**config.mk**
```make
export PLATFORM = sky130hd
export DESIGN_NAME = spi_frame_master_flat
export DESIGN_NICKNAME = d
export VERILOG_FILES = /design/src/rtl/spi_master_pkg.sv /design/src/rtl/spi_frame_master_if.sv /design/src/rtl/spi_sck_tick.sv /design/src/rtl/spi_frame_master.sv /design/src/flat_wrapper.sv
export SDC_FILE = /design/constraint.sdc
export NUM_CORES = 2
export LEC_CHECK = 0
export ABC_AREA = 1
export CORE_UTILIZATION = 38
export CTS_BUF_LIST = sky130_fd_sc_hd__clkbuf_4 sky130_fd_sc_hd__clkbuf_8 sky130_fd_sc_hd__clkbuf_16
export DETAILED_ROUTE_END_ITERATION = 10
export MAX_ROUTING_LAYER = met4
export SLEW_MARGIN = 20
export SYNTH_ARGS = -nofsm -noshare
export SYNTH_HDL_FRONTEND = slang
export SYNTH_SLANG_ARGS = --single-unit
```
**constraint.sdc**
```tcl
create_clock -name clk -period 72 [get_ports clk]
set_clock_uncertainty 0.15 [all_clocks]
set_input_delay 10.8 -clock clk [delete_from_list [all_inputs] [get_ports clk]]
set_output_delay 10.8 -clock clk [all_outputs]
set_load 0.005 [all_outputs]
```
**src/rtl/spi_master_pkg.sv**
```systemverilog
// Shared types and default parameters for the SPI frame master.
//   state_t      : frame sequencer states
//   DEF_*        : default frame width and timing (432-bit LED-string frame)
//   max3()       : helper used to size the shared phase timer
package spi_master_pkg;

  typedef enum logic [2:0] {
    IDLE,
    SETUP,
    SHIFT_HI,
    SHIFT_LO,
    HOLD
  } state_t;

  localparam int DEF_FRAME_W   = 432;
  localparam int DEF_CLK_DIV   = 4;
  localparam int DEF_SETUP_CYC = 2;
  localparam int DEF_HOLD_CYC  = 2;

  function automatic int max3(input int a, input int b, input int c);
    int m;
    m = (a > b) ? a : b;
    return (m > c) ? m : c;
  endfunction

endpackage

```
**src/rtl/spi_frame_master_if.sv**
```systemverilog
// Bundle of the frame-request handshake and the SPI wires.
//   start/tx_data      : frame request and payload (to the master)
//   busy/done/rx_data  : frame status and captured data (from the master)
//   sck/sdi/load       : SPI outputs driven by the master
//   sdo                : SPI data returned by the responder
// master modport: the SPI initiator. slave modport: the user of the initiator.
interface spi_frame_master_if #(
  parameter int FRAME_W = spi_master_pkg::DEF_FRAME_W
);
  logic               start;
  logic [FRAME_W-1:0] tx_data;
  logic               busy;
  logic               done;
  logic [FRAME_W-1:0] rx_data;
  logic               sck;
  logic               sdi;
  logic               sdo;
  logic               load;

  modport master (
    input  start, tx_data, sdo,
    output busy, done, rx_data, sck, sdi, load
  );

  modport slave (
    output start, tx_data, sdo,
    input  busy, done, rx_data, sck, sdi, load
  );
endinterface

```
**src/rtl/spi_sck_tick.sv**
```systemverilog
// Reloadable down-counter that times every phase of a frame.
//   clk, reset  : clock and asynchronous active-high reset
//   reload      : load a new phase length this cycle
//   reload_val  : phase length N in clk cycles (N >= 1)
//   tick        : high in the last cycle of an N-cycle phase
// The counter parks at zero, so tick stays high until the next reload;
// the sequencer reloads on every state change and only looks at tick
// inside a timed state.
module spi_sck_tick #(
  parameter int W = 4
) (
  input  logic         clk,
  input  logic         reset,
  input  logic         reload,
  input  logic [W-1:0] reload_val,
  output logic         tick
);

  logic [W-1:0] cnt_q;
  logic [W-1:0] cnt_d;

  always_comb begin
    cnt_d = cnt_q;
    if (reload) begin
      // The reload cycle itself counts as the first cycle of the phase.
      cnt_d = reload_val - W'(1);
    end else if (cnt_q != '0) begin
      cnt_d = cnt_q - W'(1);
    end
  end

  always_ff @(posedge clk or posedge reset) begin
    if (reset) begin
      cnt_q <= '0;
    end else begin
      cnt_q <= cnt_d;
    end
  end

  assign tick = (cnt_q == '0);

endmodule

```
**src/rtl/spi_frame_master.sv**
```systemverilog
// SPI mode-0 frame initiator. Sends one FRAME_W-bit frame MSB first under
// load, capturing sdo full-duplex on every sck rise.
//   clk, reset : clock and asynchronous active-high reset
//   bus        : spi_frame_master_if.master
//                start/tx_data in, busy/done/rx_data out,
//                sck/sdi/load out, sdo in
// All outputs come straight from flops.
module spi_frame_master
  import spi_master_pkg::*;
#(
  parameter int FRAME_W   = DEF_FRAME_W,
  parameter int CLK_DIV   = DEF_CLK_DIV,
  parameter int SETUP_CYC = DEF_SETUP_CYC,
  parameter int HOLD_CYC  = DEF_HOLD_CYC
) (
  input  logic                  clk,
  input  logic                  reset,
  spi_frame_master_if.master    bus
);

  localparam int CNT_W = $clog2(FRAME_W + 1);
  localparam int TMR_W = $clog2(max3(CLK_DIV, SETUP_CYC, HOLD_CYC) + 1);

  state_t             state_q, state_d;

  logic               tick;
  logic               reload;
  logic [TMR_W-1:0]   reload_val;

  logic               accept;
  logic               last_bit;
  logic               rise;
  logic               fall;

  logic [FRAME_W-1:0] tx_sh_q, tx_sh_d;
  logic [FRAME_W-1:0] rx_sh_q, rx_sh_d;
  logic [FRAME_W-1:0] rx_data_q, rx_data_d;
  logic [CNT_W-1:0]   bit_cnt_q, bit_cnt_d;
  logic               sck_q, sck_d;
  logic               sdi_q, sdi_d;
  logic               load_q, load_d;
  logic               busy_q, busy_d;
  logic               done_q, done_d;

  // busy_q is already low during the done cycle, so a start held high
  // launches the next frame with load low for exactly one cycle.
  assign accept   = (state_q == IDLE) && bus.start && !busy_q;
  // bit_cnt_q counts sck rises already issued in this frame.
  assign last_bit = (bit_cnt_q == CNT_W'(FRAME_W));

  spi_sck_tick #(
    .W (TMR_W)
  ) u_tick (
    .clk        (clk),
    .reset      (reset),
    .reload     (reload),
    .reload_val (reload_val),
    .tick       (tick)
  );

  // State register.
  always_ff @(posedge clk or posedge reset) begin
    if (reset) begin
      state_q <= IDLE;
    end else begin
      state_q <= state_d;
    end
  end

  // Next-state logic.
  always_comb begin
    state_d = state_q;
    unique case (state_q)
      IDLE:     if (accept) state_d = SETUP;
      SETUP:    if (tick)   state_d = SHIFT_HI;
      SHIFT_HI: if (tick)   state_d = SHIFT_LO;
      SHIFT_LO: if (tick)   state_d = last_bit ? HOLD : SHIFT_HI;
      HOLD:     if (tick)   state_d = IDLE;
      default:              state_d = IDLE;
    endcase
  end

  // Output / datapath next values. sck edges are derived from the state
  // transition so the registered sck changes on the same edge that
  // samples sdo (rise) or advances sdi (fall).
  always_comb begin
    rise       = (state_d == SHIFT_HI) && (state_q != SHIFT_HI);
    fall       = (state_q == SHIFT_HI) && (state_d == SHIFT_LO);
    reload     = (state_d != state_q);
    reload_val = TMR_W'(1);
    unique case (state_d)
      SETUP:    reload_val = TMR_W'(SETUP_CYC);
      SHIFT_HI: reload_val = TMR_W'(CLK_DIV);
      SHIFT_LO: reload_val = TMR_W'(CLK_DIV);
      HOLD:     reload_val = TMR_W'(HOLD_CYC);
      default:  reload_val = TMR_W'(1);
    endcase

    tx_sh_d   = tx_sh_q;
    rx_sh_d   = rx_sh_q;
    rx_data_d = rx_data_q;
    bit_cnt_d = bit_cnt_q;
    sck_d     = sck_q;
    sdi_d     = sdi_q;
    load_d    = load_q;
    busy_d    = busy_q;
    done_d    = 1'b0;

    if (accept) begin
      // MSB goes straight to sdi; the shifter holds the remaining bits.
      sdi_d     = bus.tx_data[FRAME_W-1];
      tx_sh_d   = {bus.tx_data[FRAME_W-2:0], 1'b0};
      bit_cnt_d = '0;
      load_d    = 1'b1;
      busy_d    = 1'b1;
    end

    if (rise) begin
      sck_d     = 1'b1;
      rx_sh_d   = {rx_sh_q[FRAME_W-2:0], bus.sdo};
      bit_cnt_d = bit_cnt_q + CNT_W'(1);
    end

    if (fall) begin
      sck_d   = 1'b0;
      sdi_d   = tx_sh_q[FRAME_W-1];
      tx_sh_d = {tx_sh_q[FRAME_W-2:0], 1'b0};
    end

    if ((state_q == SHIFT_LO) && (state_d == HOLD)) begin
      sdi_d = 1'b0;
    end

    if ((state_q == HOLD) && (state_d == IDLE)) begin
      load_d    = 1'b0;
      busy_d    = 1'b0;
      done_d    = 1'b1;
      rx_data_d = rx_sh_q;
    end
  end

  always_ff @(posedge clk or posedge reset) begin
    if (reset) begin
      tx_sh_q   <= '0;
      rx_sh_q   <= '0;
      rx_data_q <= '0;
      bit_cnt_q <= '0;
      sck_q     <= 1'b0;
      sdi_q     <= 1'b0;
      load_q    <= 1'b0;
      busy_q    <= 1'b0;
      done_q    <= 1'b0;
    end else begin
      tx_sh_q   <= tx_sh_d;
      rx_sh_q   <= rx_sh_d;
      rx_data_q <= rx_data_d;
      bit_cnt_q <= bit_cnt_d;
      sck_q     <= sck_d;
      sdi_q     <= sdi_d;
      load_q    <= load_d;
      busy_q    <= busy_d;
      done_q    <= done_d;
    end
  end

  assign bus.sck     = sck_q;
  assign bus.sdi     = sdi_q;
  assign bus.load    = load_q;
  assign bus.busy    = busy_q;
  assign bus.done    = done_q;
  assign bus.rx_data = rx_data_q;

endmodule

```
**src/flat_wrapper.sv**
```systemverilog
// flat-port wrapper written by rule: the top's interface ports become plain ports
module spi_frame_master_flat import spi_master_pkg::*;
#(
  parameter int FRAME_W   = DEF_FRAME_W,
  parameter int CLK_DIV   = DEF_CLK_DIV,
  parameter int SETUP_CYC = DEF_SETUP_CYC,
  parameter int HOLD_CYC  = DEF_HOLD_CYC
)
  (clk, reset, bus_start, bus_tx_data, bus_sdo, bus_busy, bus_done, bus_rx_data, bus_sck, bus_sdi, bus_load);
  spi_frame_master_if #(.FRAME_W(FRAME_W)) bus_i ();
  input  logic clk;
  input  logic reset;
  input wire logic [$bits(bus_i.start)-1:0] bus_start;
  input wire logic [$bits(bus_i.tx_data)-1:0] bus_tx_data;
  input wire logic [$bits(bus_i.sdo)-1:0] bus_sdo;
  output wire logic [$bits(bus_i.busy)-1:0] bus_busy;
  output wire logic [$bits(bus_i.done)-1:0] bus_done;
  output wire logic [$bits(bus_i.rx_data)-1:0] bus_rx_data;
  output wire logic [$bits(bus_i.sck)-1:0] bus_sck;
  output wire logic [$bits(bus_i.sdi)-1:0] bus_sdi;
  output wire logic [$bits(bus_i.load)-1:0] bus_load;
  assign bus_i.start = bus_start;
  assign bus_i.tx_data = bus_tx_data;
  assign bus_i.sdo = bus_sdo;
  assign bus_busy = bus_i.busy;
  assign bus_done = bus_i.done;
  assign bus_rx_data = bus_i.rx_data;
  assign bus_sck = bus_i.sck;
  assign bus_sdi = bus_i.sdi;
  assign bus_load = bus_i.load;
  spi_frame_master #(.FRAME_W(FRAME_W), .CLK_DIV(CLK_DIV), .SETUP_CYC(SETUP_CYC), .HOLD_CYC(HOLD_CYC)) u_core (.clk(clk), .reset(reset), .bus(bus_i));
endmodule
```
==> results.md <==
* Outcome: complete, no violations
* Post-layout min period at 16.62 ns
* Pre-CTS WS at 54.71 ns
* Setup TNS Final at 0 ns
* Worst Hold Class: reg -> reg
* Ports at approximately 870
* Clock-pin slew of the registers on the worst-case setup and hold paths at 0.06 ns
* DR vias/cell at 4.88
* Pwr Total at 1.57 mW
* Synthesized Nets at ~6100
* Final antenna-violating net count at 0
* Unrepaired setup endpoints after global routing: false
* H-Tree Depth at 4
* Final Util at 49.4%
* EDFF count, synth at 0
* Num Clock Sinks at ~1300
* Top FF cell, synth: dfrtp_1
* Nets@finish at 6812
* Seq/Total Area, Yosys at 63.2%
* CP Buf/Inv Count at 6
* Largest net degree at the start of global routing at 252
* Setup bufs post-CTS at 0
* Synth async-reset ratio at 100%
* Post-synthesis register bit count at 1314
* First-pass GRT wire length at 236 mm
* Max Freq at 0.0602 GHz
* Die area at 0.138 mm2
* Final hold slack at 0.307 ns
* Synth-to-layout area growth at 28.7%
* DP HPWL at between 100 and 150 mm
* Drt total wl at 157 mm
* PortBufs at 872
* Hold path depth at 2
* Routed WL per cell at 18.8 um
* Max Cap Violations at 0
* First DRT Iteration DRCs at 3858
* CTS tree: built
* Worst-skew pair later-pin latency at roughly 0.77 ns
* # setup viols final at 0
* PwrDens at 23.4 mW/mm2
* PnR worst setup slack at ~55 ns
* WHS Endpoint: u_core.tx_sh_q[126]
* # rows at 135
* Starting Density at 38.4%
* Max Slew Vio Count at 0
* First-pass DRT Iterations at 5
* Gp weighted congestion at 0.948
* Vias in the first global route at 39200
* R2r setup slk at between 60 and 70 ns
* Crit-path cells: buf_4 > nand3_4 > nand2_1 > nor2_2 > nand2_8 > buf_4 > buf_4 > buf_4 > buf_4 > buf_4 > o21ai_0
* Rel. slew slack at roughly 24%
* Worst EP required at between 70 and 80 ns
* Total grt overflow at 0
* Commonest non-fill, non-tap cells in the layout: nand2_1 (1449), dfrtp_1 (1314), o21ai_0 (1232)
* Routed vias at between 40000 and 50000
* Crit path max-delay cell type: buf_4
* Worst slew pin tran at between 1 and 1.5 ns
* Mapped Area at around 0.052 mm2
* WP data arrival at 17.06 ns
* Layout cells sized above 1 at 4.99%
* Mean Syn Cell Area at 9.12 um2
* Final instance area at 0.0670 mm2
* CTS Buf Count at 146
* Worst Path Max Fanout at 163
* Hold Vio Cnt, Final at 0
* Placed cell count at 8006
* CP most frequent cell: buf_4
* Crit-path leading delay family: buffers and inverters
* Synth Instances at 5705
* CP endpoint kind: register
* Core footprint at 0.136 mm2
* YS warnings at 0
* Critical path class: in -> reg
* Worst path max stage delay at 0.92 ns
* Cell leakage power at around 29 nW
* Distinct cells, synth at 30
* DR DRC count at 0
* Root buffer cell: clkbuf_16
* Max Root-Sink Buffers at 3
* Startpoint Class: input pin
* Initial antenna violation count at 78
* Die X at 372 um
* Commonest non-fill, non-tap cell in the layout: nand2_1
* FF-to-FF Start: u_core.bus.load
* FILL cells at between 10000 and 15000
* Capturing point of the worst reg2reg path: u_core.rx_sh_q[347]
* Finished Layout Cells at between 8000 and 9000
* Placed Area at around 0.062 mm2
* Tot GR Track Use at roughly 23%
* # hold bufs at CTS at 0
* Worst vdd ir at 0.0201 mV
* Resize count post-CTS at 0
* Final period utilization at 23.1%
* Die Ht at 372 um
* Worst Hold Launch: u_core.tx_sh_q[125]
* Worst R2R Path Depth at 11
report_power, final:
group | leakage, nW | switching [mW] | internal (mW)
clock | 2.53 | 0.314 | 0.454
combinational | 9.38 | 0.0243 | 0.0249
sequential | 17.0 | 0.00458 | 0.747
final cells by class:
class                      count  area [um2]  area share (%)
tap                         1781        2230            3.33
clock inverter                39         498           0.743
timing repair buffer         914        9100            13.6
multi-input combinational   3537       15800            23.6
clock buffer                 223        4520            6.75
antenna                       82         205           0.306
inverter                     460        1750            2.61
sequential                  1314       32900            49.1
how the worst max path moves through the flow:
| stage | start | to | slack [ns] | cells past startpoint |
|---|---|---|---|---|
| after floorplan | reset | u_core.bit_cnt_q[0] | 24.01 | 1 |
| after CTS | bus_start | u_core.rx_sh_q[347] | 55.52 | 11 |
| after global routing | bus_start | u_core.rx_sh_q[353] | 54.79 | 12 |
| final | bus_start | u_core.rx_sh_q[347] | 55.38 | 11 |
| after global placement | bus_start | u_core.rx_sh_q[369] | 54.89 | 11 |
| after detailed placement | bus_start | u_core.rx_sh_q[361] | 54.71 | 11 |
synthesized netlist by cell type, drive strengths merged, types with 6 or more instances:
cell type / number / area share [%]
o21ai: 1477 / 14
o22ai: 6 / 0.072
inv: 460 / 3.3
nand3: 138 / 1.4
clkbuf: 304 / 2.2
nand4: 132 / 1.6
nand2: 1455 / 11
buf: 90 / 1.0
dfrtp: 1314 / 63
nor2: 311 / 2.3
state kept, by name, summed over array words and instances (netlist names):
name                 cells
u_core.bus.rx_data     432
u_core.rx_sh_q         432
u_core.u_tick.cnt_q      3
u_core.bus.load          1
u_core.state_q           3
u_core.bus.done          1
u_core.bus.sck           1
u_core.tx_sh_q         431
u_core.bus.sdi           1
u_core.bit_cnt_q         9
metal layers:
layer | GRT usage (%) | routed length [um] | part of all wire, %
met2 | 33.4 | 72800 | 46
met4 | 10.7 | 5620 | 3.6
met5 | - | 0 | 0
met1 | 28.0 | 65600 | 42
met3 | 7.80 | 13100 | 8.3
kinds of logic after synthesis:
kind of cell | count (synthesis) | synth area share [%]
flops | 1314 | 63.2
simple gates | 2040 | 15.8
buf+inv | 854 | 6.52
fa+ha+maj | 3 | 0.0721
compound gates | 1490 | 14.4
xor+xnor | 4 | 0.0673
worst register-to-register path, stage by stage, from the launching register on:
cell      delay [ns]
dfrtp_1         0.60
clkinv_2        0.77
nand3_4         0.28
nand2_1         0.23
nor2_2          0.09
nand2_8         0.59
buf_4           1.02
buf_4           0.85
buf_4           0.81
buf_4           0.77
buf_4           0.95
o21ai_0         0.28
Note: power is estimated with default switching activity, not from simulation.
